**src/rtl/alu_pkg.sv**
```systemverilog
// Shared types for the ALU sequencer: opcode encoding, flag bit positions and FSM states.
package alu_pkg;

    typedef enum logic [3:0] {
        OP_NOP         = 4'd0,
        OP_ADD         = 4'd1,
        OP_ADC         = 4'd2,
        OP_SUB         = 4'd3,
        OP_SBB         = 4'd4,
        OP_AND         = 4'd5,
        OP_OR          = 4'd6,
        OP_XOR         = 4'd7,
        OP_NOT         = 4'd8,
        OP_SHL         = 4'd9,
        OP_SHR         = 4'd10,
        OP_MOV         = 4'd11,
        OP_CMP         = 4'd12,
        OP_TEST        = 4'd13,
        OP_INC         = 4'd14,
        OP_CLEAR_FLAGS = 4'd15
    } alu_op_t;

    localparam int FLAG_Z = 3;
    localparam int FLAG_S = 2;
    localparam int FLAG_C = 1;
    localparam int FLAG_O = 0;

    typedef enum logic [1:0] {
        ST_IDLE = 2'd0,
        ST_EXEC = 2'd1,
        ST_RESP = 2'd2
    } seq_state_t;

endpackage

```
**src/rtl/alu.sv**
```systemverilog
// Combinational ALU: flags[7:4] are the freshly computed {Z,S,C,O}, flags[3:0] echo flags_in.
module alu
    import alu_pkg::*;
#(
    parameter int WORD_SIZE = 8
) (
    input  alu_op_t              op,
    input  logic [WORD_SIZE-1:0] input_A,
    input  logic [WORD_SIZE-1:0] input_B,
    input  logic [3:0]           flags_in,
    output logic [WORD_SIZE-1:0] output_C,
    output logic [7:0]           flags
);

    localparam int M = WORD_SIZE - 1;

    logic [WORD_SIZE:0]   ext;
    logic [WORD_SIZE-1:0] res;
    logic                 cin;
    logic                 c;
    logic                 o;
    logic                 upd;

    always_comb begin
        ext      = '0;
        res      = '0;
        c        = 1'b0;
        o        = 1'b0;
        upd      = 1'b1;
        cin      = flags_in[FLAG_C];
        output_C = '0;
        case (op)
            OP_ADD, OP_ADC: begin
                ext = {1'b0, input_A} + {1'b0, input_B}
                    + {{WORD_SIZE{1'b0}}, (op == OP_ADC) ? cin : 1'b0};
                res = ext[M:0];
                c   = ext[WORD_SIZE];
                o   = (input_A[M] == input_B[M]) && (res[M] != input_A[M]);
            end
            OP_SUB, OP_SBB, OP_CMP: begin
                // C is the borrow out of the unsigned subtraction
                ext = {1'b0, input_A} - {1'b0, input_B}
                    - {{WORD_SIZE{1'b0}}, (op == OP_SBB) ? cin : 1'b0};
                res = ext[M:0];
                c   = ext[WORD_SIZE];
                o   = (input_A[M] != input_B[M]) && (res[M] != input_A[M]);
            end
            OP_AND, OP_TEST: res = input_A & input_B;
            OP_OR:           res = input_A | input_B;
            OP_XOR:          res = input_A ^ input_B;
            OP_NOT:          res = ~input_A;
            OP_SHL: begin
                res = {input_A[M-1:0], 1'b0};
                c   = input_A[M];
            end
            OP_SHR: begin
                res = {1'b0, input_A[M:1]};
                c   = input_A[0];
            end
            OP_MOV:          res = input_B;
            OP_INC: begin
                ext = {1'b0, input_A} + {{WORD_SIZE{1'b0}}, 1'b1};
                res = ext[M:0];
                c   = ext[WORD_SIZE];
                o   = ~input_A[M] & res[M];
            end
            default:         upd = 1'b0;
        endcase
        output_C = ((op == OP_CMP) || (op == OP_TEST)) ? input_A : res;
        flags[3:0]          = flags_in;
        flags[4 + FLAG_Z]   = upd & (res == '0);
        flags[4 + FLAG_S]   = upd & res[M];
        flags[4 + FLAG_C]   = upd & c;
        flags[4 + FLAG_O]   = upd & o;
    end

endmodule

```
**src/rtl/alu_sequencer.sv**
```systemverilog
// Three-state request/response wrapper around alu with architectural flags and a saturating op counter.
// Optional operand-A chaining from the last response is built only with ALU_SEQ_CHAIN_EN defined.
module alu_sequencer
    import alu_pkg::*;
#(
    parameter int WORD_SIZE = 8,
    parameter int CNT_W     = 16
) (
    input  logic                 clk,
    input  logic                 rst_n,
    input  logic                 req_valid,
    output logic                 req_ready,
    input  logic [3:0]           req_op,
    input  logic [WORD_SIZE-1:0] req_a,
    input  logic [WORD_SIZE-1:0] req_b,
    input  logic                 req_chain,
    output logic                 rsp_valid,
    input  logic                 rsp_ready,
    output logic [WORD_SIZE-1:0] rsp_result,
    output logic [3:0]           rsp_op,
    output logic [3:0]           flags,
    output logic                 busy,
    output logic [CNT_W-1:0]     op_count
);

    seq_state_t           state_q, state_d;
    alu_op_t              op_q;
    logic [WORD_SIZE-1:0] a_q, b_q, result_q, a_src, alu_c;
    logic [7:0]           alu_flags;
    logic [3:0]           stage_q, flags_q;
    logic [CNT_W-1:0]     cnt_q;
    logic                 accept, handshake;

    assign req_ready  = (state_q == ST_IDLE);
    assign rsp_valid  = (state_q == ST_RESP);
    assign busy       = (state_q != ST_IDLE);
    assign accept     = req_valid && req_ready;
    assign handshake  = rsp_valid && rsp_ready;
    assign rsp_result = result_q;
    assign rsp_op     = op_q;
    assign flags      = flags_q;
    assign op_count   = cnt_q;

`ifdef ALU_SEQ_CHAIN_EN
    logic [WORD_SIZE-1:0] last_q;

    always_ff @(posedge clk or negedge rst_n) begin
        if (!rst_n)         last_q <= '0;
        else if (handshake) last_q <= result_q;
    end

    assign a_src = req_chain ? last_q : req_a;
`else
    logic unused_chain;
    assign unused_chain = req_chain;
    assign a_src        = req_a;
`endif

    alu #(.WORD_SIZE(WORD_SIZE)) u_alu (
        .op       (op_q),
        .input_A  (a_q),
        .input_B  (b_q),
        .flags_in (flags_q),
        .output_C (alu_c),
        .flags    (alu_flags)
    );

    always_comb begin
        state_d = state_q;
        case (state_q)
            ST_IDLE: if (accept)    state_d = ST_EXEC;
            ST_EXEC:                state_d = ST_RESP;
            ST_RESP: if (handshake) state_d = ST_IDLE;
            default:                state_d = ST_IDLE;
        endcase
    end

    always_ff @(posedge clk or negedge rst_n) begin
        if (!rst_n) state_q <= ST_IDLE;
        else        state_q <= state_d;
    end

    always_ff @(posedge clk or negedge rst_n) begin
        if (!rst_n) begin
            op_q     <= OP_NOP;
            a_q      <= '0;
            b_q      <= '0;
            result_q <= '0;
            stage_q  <= '0;
            flags_q  <= '0;
            cnt_q    <= '0;
        end else begin
            if (accept) begin
                op_q <= alu_op_t'(req_op);
                a_q  <= a_src;
                b_q  <= req_b;
            end
            if (state_q == ST_EXEC) begin
                result_q <= alu_c;
                // NOP stages the echoed current flags so the handshake leaves them unchanged
                stage_q  <= (op_q == OP_NOP) ? alu_flags[3:0] : alu_flags[7:4];
            end
            if (handshake) begin
                flags_q <= stage_q;
                if (cnt_q != '1) cnt_q <= cnt_q + 1'b1;
            end
        end
    end

endmodule
```
**config.mk**
```make
export PLATFORM = sky130hd
export DESIGN_NAME = alu_sequencer
export DESIGN_NICKNAME = d
export VERILOG_FILES = /design/src/rtl/alu_pkg.sv /design/src/rtl/alu.sv /design/src/rtl/alu_sequencer.sv
export SDC_FILE = /design/constraint.sdc
export NUM_CORES = 1
export LEC_CHECK = 0
export ABC_AREA = 1
export CAP_MARGIN = 20
export CORE_UTILIZATION = 45
export CTS_BUF_LIST = sky130_fd_sc_hd__clkbuf_4
export DETAILED_ROUTE_END_ITERATION = 7
export MAX_ROUTING_LAYER = met4
export PLACE_DENSITY = 0.72
export SLEW_MARGIN = 20
export SYNTH_ARGS = -nofsm -noshare
export SYNTH_HDL_FRONTEND = slang
export SYNTH_SLANG_ARGS = --single-unit
```
**constraint.sdc**
```tcl
create_clock -name clk -period 4.59 [get_ports clk]
set_input_delay 0.459 -clock clk [delete_from_list [all_inputs] [get_ports clk]]
set_output_delay 0.459 -clock clk [all_outputs]
set_load 0.01 [all_outputs]
```
---- Word-level counts from Yosys, hierarchy flattened ----
Cells that the tools add are included.
storage, ports and cells
  bits in registers ....................... 54
  bits of input ports ..................... 25
  output and inout port bits .............. 35
  logic and storage cells ................. 73
cells by class
  add/sub/neg operators ................... 6
  eq/ne operators ......................... 23
  muxes and demuxes ....................... 11
  bitwise operators ....................... 10
  reductions and logical operators ........ 15
operators with widths
  kind                     number
  $pmux W8 S10             1
  $eq A4 B4 Y1 const B     7
  $add A16 B1 Y16 const B  1
  $eq A4 B3 Y1 const B     4
  $ne A16 B16 Y1 const B   1
  $reduce_or A14 Y1        1
  $add A8 B1 Y9 const B    1
  $add A8 B8 Y9            1
  $add A9 B1 Y9            1
  $sub A8 B8 Y9            1
  $sub A9 B1 Y9            1
  $and A8 B8 Y8            1
  $eq A4 B2 Y1 const B     2
  $logic_not A8 Y1         1
  $mux W8                  1
  $not A8 Y8               1
  $or A8 B8 Y8             1
  $xor A8 B8 Y8            1
  $pmux W2 S3              1
  $and A1 B1 Y1            5
  $pmux W1 S5              1
  $eq A4 B1 Y1 const B     1
  $logic_and A1 B1 Y1      4
  $logic_not A4 Y1         1
  16 further kinds         24

---- Logic depth before layout (Yosys ltp) ----
Gate-level depths: netlist of run 1.
  depth after elaboration ................. 8
  depth in mapped cells ................... 17
  mapped depth without buffers ............ 17

---- By module ----
From an unflattened synthesis of run 1, not the netlist that was laid out.
second synthesis, totals
  cell total of the unflattened synthesis .. 691
  area total of the unflattened synthesis .. 4559.4 um2
by module, submodules not included
  module         instances  cells an instance  area each (um2)  seq. area each (um2)
  alu_sequencer  1          316                2526.2           1351.3
  alu            1          375                2033.2           0.0

---- Worst setup path after synthesis of run 1 ----
Ideal clock, no wire load.
  path kind ............................... flip-flop to flip-flop
  start ................................... register op_q[1], in the netlist rsp_op[1]
  end ..................................... register stage_q[3]
  setup time .............................. 0.077 ns
  data arrival time ....................... 2.557 ns
  required time ........................... 4.513 ns
  setup slack ............................. 1.956 ns
  stages on the path, launching flop included .. 17
  path buffers ............................ 0
  clock period less this slack ............ 2.634 ns
  cells stage by stage .................... dfrtp_1 inv_1 nor2_1 nand3_1 fa_1 fa_1 inv_1 nand2_1 nand2_1 nand3_1 nand3_1 nand2_1 nor2_1 nand3_1 nor2_1 nand3_1 a21oi_1
between the ends
  word-level cells in the longest chain between the ends .. 7
  elaborated cells on any way between the ends .. 28
  classes of those cells .................. add/sub: 2; eq/ne: 14; mux: 5; bitwise: 1; reduce/logical: 6
ends and longest elaborated chain
  element                                         line                             source
  start, declared                                 alu_sequencer.sv:27              alu_op_t op_q;
  start signal, assigned                          alu_sequencer.sv:94              op_q <= alu_op_t'(req_op);
  $eq A4 B3 Y1 or $eq A4 B2 Y1 (tied branches)    alu.sv:32, alu.sv:43, alu.sv:35
  $mux W1, on equally long branches               alu.sv:43, alu.sv:35
  $sub A9 B1 Y9 or $add A9 B1 Y9 (tied branches)  alu.sv:43, alu.sv:35
  $pmux W8 S10                                    alu.sv:32                        case (op)
  $logic_not A8 Y1                                alu.sv:71                        flags[4 + FLAG_Z] = upd & (res == '0);
  $and A1 B1 Y1                                   alu.sv:71
  $mux W4 (*)                                     alu_sequencer.sv:101             stage_q <= (op_q == OP_NOP) ? alu_flags[3:0] : alu_flags[7:4];
  end signal, assigned                            alu_sequencer.sv:101
  end, declared                                   alu_sequencer.sv:30              logic [3:0] stage_q, flags_q;
Mark *: on every way between the ends. The rest lies on a longest branch, timed or not.
A chain may end at the register's enable or synchronous reset.

---- Final worst setup path of run 1 ----
  start ................................... register op_q[2], in the netlist rsp_op[2]
  end ..................................... register stage_q[3]
Same word-level chain as after synthesis.

==> results of run 1 <==
path summary, 6_finish.rpt:
path | from | to | slack (ns) | cells past startpoint
max in group asynchronous | rst_n | a_q[0] | 3.94 | 2
min | rst_n | a_q[7] | 0.16 | 2
min in group clk | stage_q[0] | flags[0] | 0.48 | 2
max reg2reg | rsp_op[2] | stage_q[3] | 1.38 | 15
min reg2reg | stage_q[0] | flags[0] | 0.48 | 2
max | rsp_op[2] | stage_q[3] | 1.38 | 15
cell type report:
class	instances	area, sq um	share of cell area, %
Multi-Input combinational cell	458	2440	49.8
Sequential cell	54	1350	27.6
Tap cell	108	135	2.76
Clock buffer	6	45.0	0.920
Clock inverter	2	37.5	0.767
Inverter	72	270	5.52
Timing Repair Buffer	61	618	12.6
registers in the layout (all words and copies together), names as in the netlist:
| register | cells |
|---|---|
| op_count | 16 |
| state_q | 2 |
| a_q | 8 |
| rsp_result | 8 |
| b_q | 8 |
| rsp_op | 4 |
| flags | 4 |
| stage_q | 4 |
stage by stage:
stage / hold WS, ns / power (W)
global placement: 0.456 / 0.00320
finish: 0.155 / 0.00359
CTS: 0.205 / 0.00356
floorplan: 0.163 / 0.00252
detailed placement: 0.453 / 0.00326
global route: 0.213 / 0.00396
Yosys cell counts:
cell        n  share of area (%)
ha_1       33                 10
buf_2       1               0.12
nand2_2     4               0.61
fa_1        4                1.9
a31oi_1     1               0.15
nand2_4     1               0.27
nor2_2      4               0.61
nand3b_1    9                1.6
a21oi_1    17                2.1
o21ai_0    55                6.7
xnor2_1     3               0.64
xor2_1     13                2.8
nor4_1      2               0.30
or2_2       1               0.15
buf_6       1               0.27
clkbuf_8    1               0.33
a21o_1      2               0.37
nand2_1   174                 16
dfrtp_1    54                 33
o21ai_2     1               0.21
o22ai_1     2               0.30
inv_2       3               0.27
a22oi_1     1               0.18
nor2_4      1               0.27
nor3_1      4               0.49
o21ai_1     3               0.37
nand4_1     6               0.91
inv_1      68                6.2
nor2_1     61                5.6
clkinv_1    1              0.091
nand3_1    56                6.8
clkbuf_1    6               0.55
report_power, final:
part	leakage [nW]	total (W)	internal, W	switching, W
Combinational	1.73	0.00243	0.000917	0.00151
Sequential	0.660	0.000881	0.000649	0.000232
Clock	0.0419	0.000279	0.000121	0.000158
critical path, delay by kind of cell (launching register included):
kind / cells / cell delay (ns)
buf+inv: 2 / 0.14
flops: 1 / 0.57
compound gates: 2 / 0.29
simple gates: 9 / 1.42
fa+ha+maj: 2 / 0.71
logic make-up after synthesis:
logic type	count (synthesis)	synth area share [%]
simple gates	323	33.5
flops	54	32.9
buf+inv	81	7.85
fa+ha+maj	37	12.0
xor+xnor	16	3.41
compound gates	82	10.3
metal layers:
layer  wire (microns)  global-route usage [%]  share of wire (%)
met1             5320                    34.0                 47
met2             5070                    38.9                 45
met3              560                    2.88                5.0
met4              307                    7.35                2.7
met5                0                       -                  0
==> flow_summary.yaml, run 1 <==
timing:
  skew_ns: 0.0165
  rsz0062_at_grt: "no"
  relSlewSlack_pct: 53.2
  finalCriticalPeriod_ns: 3.21
  setup_slack_ns: 1.38
  hold_viol: 0
  tns_ns: 0
  setup_viol: 0
  worst_slew_pin_slew_ns: 0.702
  slew_violations: 0
  fin_crit_sh_pct: 69.9
  max_freq_mhz: 312
route:
  routed_wl_microns: 11300
  drc_errors: 0
  first_pass_iters: 5
  avgViaCountPerCell: 5.33
  vias: 4057
  ant_nets: 0
  first_iter_violations: 270
  wl_per_cell_microns: 14.8
floorplan:
  ios: 60
  die_x_microns: 97.6
  start_util_pct: 46.9
  die_h_microns: 97.6
  die_area_sq_um: 9520
  rows: 34
  coreArea_sq_um: 8760
finish:
  fill_cells: 873
  drive_above_1_share_pct: 4.13
  fin_nets: 714
  finish.utilization_pct: 55.9
  syn_to_final_growth_pct: 19.1
  finalInstanceArea_sq_um: 4890
  stdcell_count: 761
  layout_common_cells: "nand2_1, inv_1, nor2_1, clkdlybuf4s50_1, nand3_1"
  diodes: 0
  layout_commonest_cell: "nand2_1"
clock_tree:
  cts_hold_buf: 0
  cts-buffers-inserted: 5
  cts_num_sinks: 54
  post_cts_buffers: 0
  cts_resized: 0
  clockBufferDepth: 2
  cts_root_buffer: "clkbuf_4"
  tritoncts: "yes"
  clk_latency_ns: 0.39
  h-tree-depth: 2
  clkTransAtPathRegs_ns: 0.17
worst_setup_path:
  worstPathMaxFanout: 8
  arrival_ns: 3.53
  cp_slowest_cell: "dfrtp_1"
  critical_path_class: "reg2reg"
  cp-start-kind: "flip-flop"
  crit_top_cell: "nand3_1"
  cp_cell_sequence: "inv_2, nor2_1, nand3_1, fa_1, inv_1, ha_1, o21ai_0, nand2_1, nand2_1, nand3b_1, nand3_1, nand3_1, nor2_1, nand3_1, a21oi_1"
  cp_slowest_stage_delay_ns: 0.57
  cp-end-kind: "flip-flop"
  critPathRequiredTime_ns: 4.91
global_routing:
  grt_max_degree: 55
  grt_pass1_wl_microns: 18600
  grt_overflow: 0
  grt_pass1_vias: 3814
  grtUsageTotal_pct: 24.9
  antenna_found_initial: 0
power_and_ir_drop:
  p_leak_nw: 2.44
  power_density_nw_per_um2: 733
  vdd_ir_drop_max_v: 0.000363
logic_synthesis:
  syn_inst: 593
  ys_seq_area_share_pct: 32.9
  netlist_area_sq_um: 4110
  synth_warnings: 0
  synth_nets: 655
  avgSynthCellArea_sq_um: 6.93
  ys_ff_latch: 54
  yosysUniqueCellTypes: 32
placed_design:
  routabilityCongestion: 0.940
  place_ws_ns: 1.45
  dpl_cell_area_sq_um: 4780
  io_buffers: 58
  place_hpwl_microns: 8610
  dp.cells: 752
status:
  outcome: "finished, final reports clean"
hold_path:
  hp-class: "in2async"
flow_run:
  max_cap_violations: 0
Note: power is estimated with default switching activity, not from simulation.
==> run 2, diff against run 1 <==
Settings changed: PLACE_DENSITY 0.72 to 0.75.
Clock period 4.59 ns to 2.95 ns, I/O delays scaled along.
==> flow_summary.yaml, run 2 (synthesis gave the netlist of run 1 again) <==
timing:
  rsz0062_at_grt: "no"
  setup_viol: 0
  slew_violations: 0
  worst_slew_pin_slew_ns: 0.629
  max_freq_mhz: 357
  tns_ns: 0
  fin_crit_sh_pct: 95.1
  relSlewSlack_pct: 57.9
  whs_ns: 0.397
  hold_viol: 0
  skew_ns: 0.0120
  finalCriticalPeriod_ns: 2.80
route:
  wl_per_cell_microns: 14.8
  ant_nets: 0
  vias: 4119
  first_iter_violations: 309
  drc_errors: 0
  routed_wl_microns: 11500
  avgViaCountPerCell: 5.31
  first_pass_iters: 6
clock_tree:
  clkTransAtPathRegs_ns: 0.17
  clockBufferDepth: 2
  h-tree-depth: 2
  cts-buffers-inserted: 5
  tritoncts: "yes"
  clk_latency_ns: 0.39
  cts_num_sinks: 54
  cts_root_buffer: "clkbuf_4"
power_and_ir_drop:
  vdd_ir_drop_max_v: 0.000605
  p_sw_share_pct: 52.3
  internal-power_w: 0.00274
  share_seq_of_total_power_pct: 23.1
  p_leak_nw: 2.51
  p_comb_share_pct: 69.2
  power_density_nw_per_um2: 1150
  clkPwrFrac_pct: 7.7
  switching_power_w: 0.00301
finish:
  finalInstanceArea_sq_um: 5000
  layout_commonest_cell: "nand2_1"
  layout_common_cells: "nand2_1, inv_1, nor2_1, clkdlybuf4s50_1"
  finish.utilization_pct: 57.1
  syn_to_final_growth_pct: 21.7
  drive_above_1_share_pct: 7.04
  stdcell_count: 776
  fin_nets: 729
  diodes: 0
  largest_reg_flops: 16
worst_setup_path:
  cp_cell_sequence: "buf_4, nor2_4, nand3_1, fa_1, fa_1, inv_1, nand2_1, nand2_1, nor2_1, nor2_1, nand3_1, nor2_1, nand3_1, nor2_1, nand3_1, a21oi_1"
  cp_slowest_stage_delay_ns: 0.47
  cp_slowest_cell: "dfrtp_2"
  critical_path_class: "reg2reg"
  cp-start-kind: "flip-flop"
  worstPathMaxFanout: 5
  arrival_ns: 3.14
  cp-end-kind: "flip-flop"
  critPathRequiredTime_ns: 3.28
placed_design:
  dpl_cell_area_sq_um: 4870
  routabilityCongestion: 0.961
  dp.cells: 764
  place_hpwl_microns: 8900
  io_buffers: 58
status:
  outcome: "finished, final reports clean"
global_routing:
  grt_pass1_vias: 3820
  grt_pass1_wl_microns: 18800
  grtUsageTotal_pct: 25.4
  grt_max_degree: 42
  grt_overflow: 0
  antenna_found_initial: 0
floorplan:
  rows: 34
  coreArea_sq_um: 8760
  die_area_sq_um: 9520
  start_util_pct: 46.9
  die_x_microns: 97.6
  ios: 60
  die_h_microns: 97.6
hold_path:
  hp-class: "in2async"
flow_run:
  max_cap_violations: 0
run 2: final cells by class:
class	count	area, sq um
multi-input combinational	458	2440
timing repair buffer	76	713
tap	108	135
clock inverter	2	37.5
fill	847	3760
clock buffer	6	45.0
sequential	54	1360
inverter	72	270
run 2: through the flow:
step           setup slack (ns)  power [W]
2_1_floorplan             0.316    0.00391
3_3_place_gp              0.245    0.00511
3_5_place_dp              0.198    0.00520
4_1_cts                   0.162    0.00566
5_1_grt                 0.00188    0.00630
6_report                  0.145    0.00575
run 2: layer usage:
layer / part of all wire [%] / vias to the layer above / global-route usage (%)
li1: - / 2051 / -
met1: 45 / 1908 / 33.6
met2: 47 / 145 / 40.8
met3: 6.0 / 15 / 3.09
met4: 1.8 / 0 / 7.58
met5: 0 / - / -
run 2: critical path, delay by kind of cell (launching register included):
kind | cells | cell delay [ns]
compound gates | 1 | 0.12
buf+inv | 2 | 0.23
flops | 1 | 0.47
fa+ha+maj | 2 | 0.84
simple gates | 11 | 1.09
run 2: final timing paths:
kind                            start          to  slack (ns)  cells past startpoint
setup / recovery            rsp_op[3]  stage_q[3]        0.15                     16
hold / removal                  rst_n      b_q[4]        0.40                      2
setup reg to reg            rsp_op[3]  stage_q[3]        0.15                     16
hold reg to reg            stage_q[2]    flags[2]        0.49                      2
max in group asynchronous       rst_n   rsp_op[2]        1.73                      3
min in group clk            req_op[3]   rsp_op[3]        0.44                      3
run 2: power by group through the flow:
stage               Clock (W)  Sequential [W]  Combinational (W)
finish               0.000442         0.00133            0.00398
global route         0.000479         0.00138            0.00445
CTS                  0.000455         0.00133            0.00388
detailed placement          0         0.00134            0.00386
global placement            0         0.00133            0.00378
floorplan                   0         0.00134            0.00257
run 2: repair_timing:
| action | CTS | global route |
|---|---|---|
| setup buffers | 0 | 3 |
| hold endpoints to repair | 21 | 0 |
| endpoints found under the setup margin | 0 | 5 |
| resized for setup | 0 | 6 |
| hold buffers | 1 | 0 |
==> run 3, diff against run 2 <==
Settings changed: ABC_AREA 1 to unset, CELL_PAD_IN_SITES_DETAIL_PLACEMENT set to 0, CELL_PAD_IN_SITES_GLOBAL_PLACEMENT set to 2, CORE_UTILIZATION 45 to 32, PLACE_DENSITY 0.75 to 0.83, SYNTH_HIERARCHICAL set to 1.
==> flow_summary.yaml, run 3 <==
worst_setup_path:
  cp_cell_sequence: "nor2_4, nand3_2, fa_1, inv_1, ha_2, o21a_1, buf_4, buf_6, o21ai_4, a21oi_2, mux2i_1, o21a_1, a211o_1, mux2_4, mux2_2"
  critPathRequiredTime_ns: 3.30
  worstSetupStartpoint: "rsp_op[0]"
  cp-start-kind: "flip-flop"
  worstPathMaxFanout: 4
  cp_slowest_stage_delay_ns: 0.52
  cp_slowest_cell: "fa_1"
  path_depth: 15
  crit_top_cell: "o21a_1"
  critical_path_class: "reg2reg"
  arrival_ns: 3.69
  crit_family: "compound AO/OA/AOI/OAI gates"
  r2r_cells: 15
  crit_buf_inv: 3
  cp-end-kind: "flip-flop"
  reg2reg_from: "rsp_op[0]"
power_and_ir_drop:
  vdd_ir_drop_max_v: 0.000578
  power_w: 0.00780
  p_leak_nw: 2.49
  power_density_nw_per_um2: 1390
finish:
  drive_above_1_share_pct: 24.6
  fin_nets: 629
  layout_commonest_cell: "buf_4"
  largest_reg_flops: 16
  diodes: 0
  fill_cells: 1262
  layout_common_cells: "buf_4, clkdlybuf4s50_1, dfrtp_1, nand2_1, ha_1"
  syn_to_final_growth_pct: 30.3
clock_tree:
  cts_root_buffer: "clkbuf_4"
  clkTransAtPathRegs_ns: 0.22
  h-tree-depth: 2
  cts_num_sinks: 54
  cts-buffers-inserted: 5
  clk_latency_ns: 0.42
  clockBufferDepth: 2
  tritoncts: "yes"
global_routing:
  grtUsageTotal_pct: 20.4
  grt_pass1_vias: 4005
  grt_max_degree: 29
  antenna_found_initial: 0
  grt_overflow: 0
  grt_pass1_wl_microns: 21900
logic_synthesis:
  synth_top_area_cell: "dfrtp_1"
  synthTopCellsByCount: "dfrtp_1, nand2_1, ha_1"
  synthArstFlopShare_pct: 100
  yosys-top-cells-area: "dfrtp_1, ha_1, mux2_2, xor2_1, nand2_1"
  synth_nets: 522
  synth-main-ff-cell: "dfrtp_1"
  syn_inst: 460
  netlist_area_sq_um: 4300
  yosysMostFrequentCell: "dfrtp_1"
  yosysUniqueCellTypes: 67
  avgSynthCellArea_sq_um: 9.35
  synth_top_area_share_pct: 31.4
  ys_ff_latch: 54
  synth_edf_count: 0
  synth_warnings: 6
  ys_seq_area_share_pct: 31.4
floorplan:
  rows: 41
  start_util_pct: 33.4
  die_area_sq_um: 13900
  coreArea_sq_um: 12900
  die_h_microns: 118
  die_x_microns: 118
  ios: 60
route:
  wl_per_cell_microns: 18.1
  ant_nets: 0
  vias: 3855
  avgViaCountPerCell: 5.21
  routed_wl_microns: 13400
  first_iter_violations: 230
  first_pass_iters: 5
  drc_errors: 0
timing:
  rsz0062_at_grt: "yes"
  skew_ns: 0.0360
  slew_violations: 0
  finalCriticalPeriod_ns: 3.34
  setup_slack_ns: -0.392
  tns_ns: -1.81
  setup_viol: 7
  worst_slew_pin_slew_ns: 0.660
  relSlewSlack_pct: 56.0
  fin_crit_sh_pct: 113
  max_freq_mhz: 299
  hold_viol: 0
placed_design:
  io_buffers: 58
  routabilityCongestion: 0.938
  place_hpwl_microns: 10100
hold_path:
  hp-class: "in2async"
status:
  violations: "negative setup slack"
  outcome: "finished with violations"
flow_run:
  max_cap_violations: 0
==> run 3: cell count changes in the layout (fill, tap and decap cells not counted), sizes merged, moves of 8 or more <==
cell | previous run | this run
buf | 18 | 66
inv | 71 | 27
mux2 | 0 | 34
nand2 | 179 | 46
nand2b | 0 | 11
nand3 | 56 | 13
nor2 | 66 | 23
nor3 | 4 | 15
o21ai | 59 | 28
xnor2 | 3 | 12
xor2 | 13 | 21
==> run 3: repair_timing <==
item	CTS	global route
pin swaps	2	3
cloned	0	0
endpoints found under the setup margin	7	9
resized for setup	5	4
hold buffers	1	0
endpoints found under the hold margin	26	0
setup buffers	3	1
==> run 3: where the power goes <==
| part | total [W] | switching [W] | internal, W |
|---|---|---|---|
| clock network | 0.000394 | 0.000292 | 0.000102 |
| logic | 0.00612 | 0.00314 | 0.00297 |
| registers | 0.00129 | 0.000262 | 0.00103 |
==> run 3: metrics by stage <==
stage | setup slack (ns) | utilization, % | hold WS (ns) | instances | area, sq um
2_1_floorplan | -0.320 | - | -0.000591 | 460 | 4360
3_3_place_gp | -0.346 | 42.3 | 0.349 | 727 | 5450
3_5_place_dp | -0.405 | 42.3 | 0.353 | 727 | 5450
4_1_cts | -0.354 | 43.3 | 0.391 | 739 | 5580
5_1_grt | -0.583 | 43.5 | 0.405 | 740 | 5600
6_report | -0.392 | 43.5 | 0.383 | 740 | 5600
==> run 3: worst paths after layout <==
check	endpoint	slack [ns]
max in group asynchronous	rsp_op[3]	1.87
hold / removal	stage_q[1]	0.38
hold reg to reg	flags[3]	0.49
min in group clk	b_q[5]	0.46
setup / recovery	rsp_result[7]	-0.39
setup reg to reg	rsp_result[7]	-0.39
==> run 3: cell families after synthesis <==
group | after synthesis | synth area share [%]
simple gates | 153 | 19.8
compound gates | 95 | 14.8
flops | 54 | 31.4
buf+inv | 49 | 5.59
mux | 39 | 10.2
fa+ha+maj | 37 | 11.5
xor+xnor | 33 | 6.72
==> run 3: layer usage <==
metal / GRT usage, % / wire length, microns / share of wire, % / vias up
met5: - / 0 / 0 / -
met1: 26.8 / 6260 / 47 / 1871
met4: 5.05 / 229 / 1.7 / 0
li1: - / - / - / 1848
met2: 33.6 / 6380 / 48 / 119
met3: 2.33 / 504 / 3.8 / 17
==> run 3: layout make-up <==
class                   instances  area [sq um]  share of cell area (%)
repair buffers                124          1080                    19.3
multi-input cells             357          2790                    49.8
inverters                      25          93.8                    1.68
clock buffers                   5          37.5                   0.670
clock inverters                 3          27.5                   0.492
well taps                     172           215                    3.84
flip-flops and latches         54          1360                    24.2
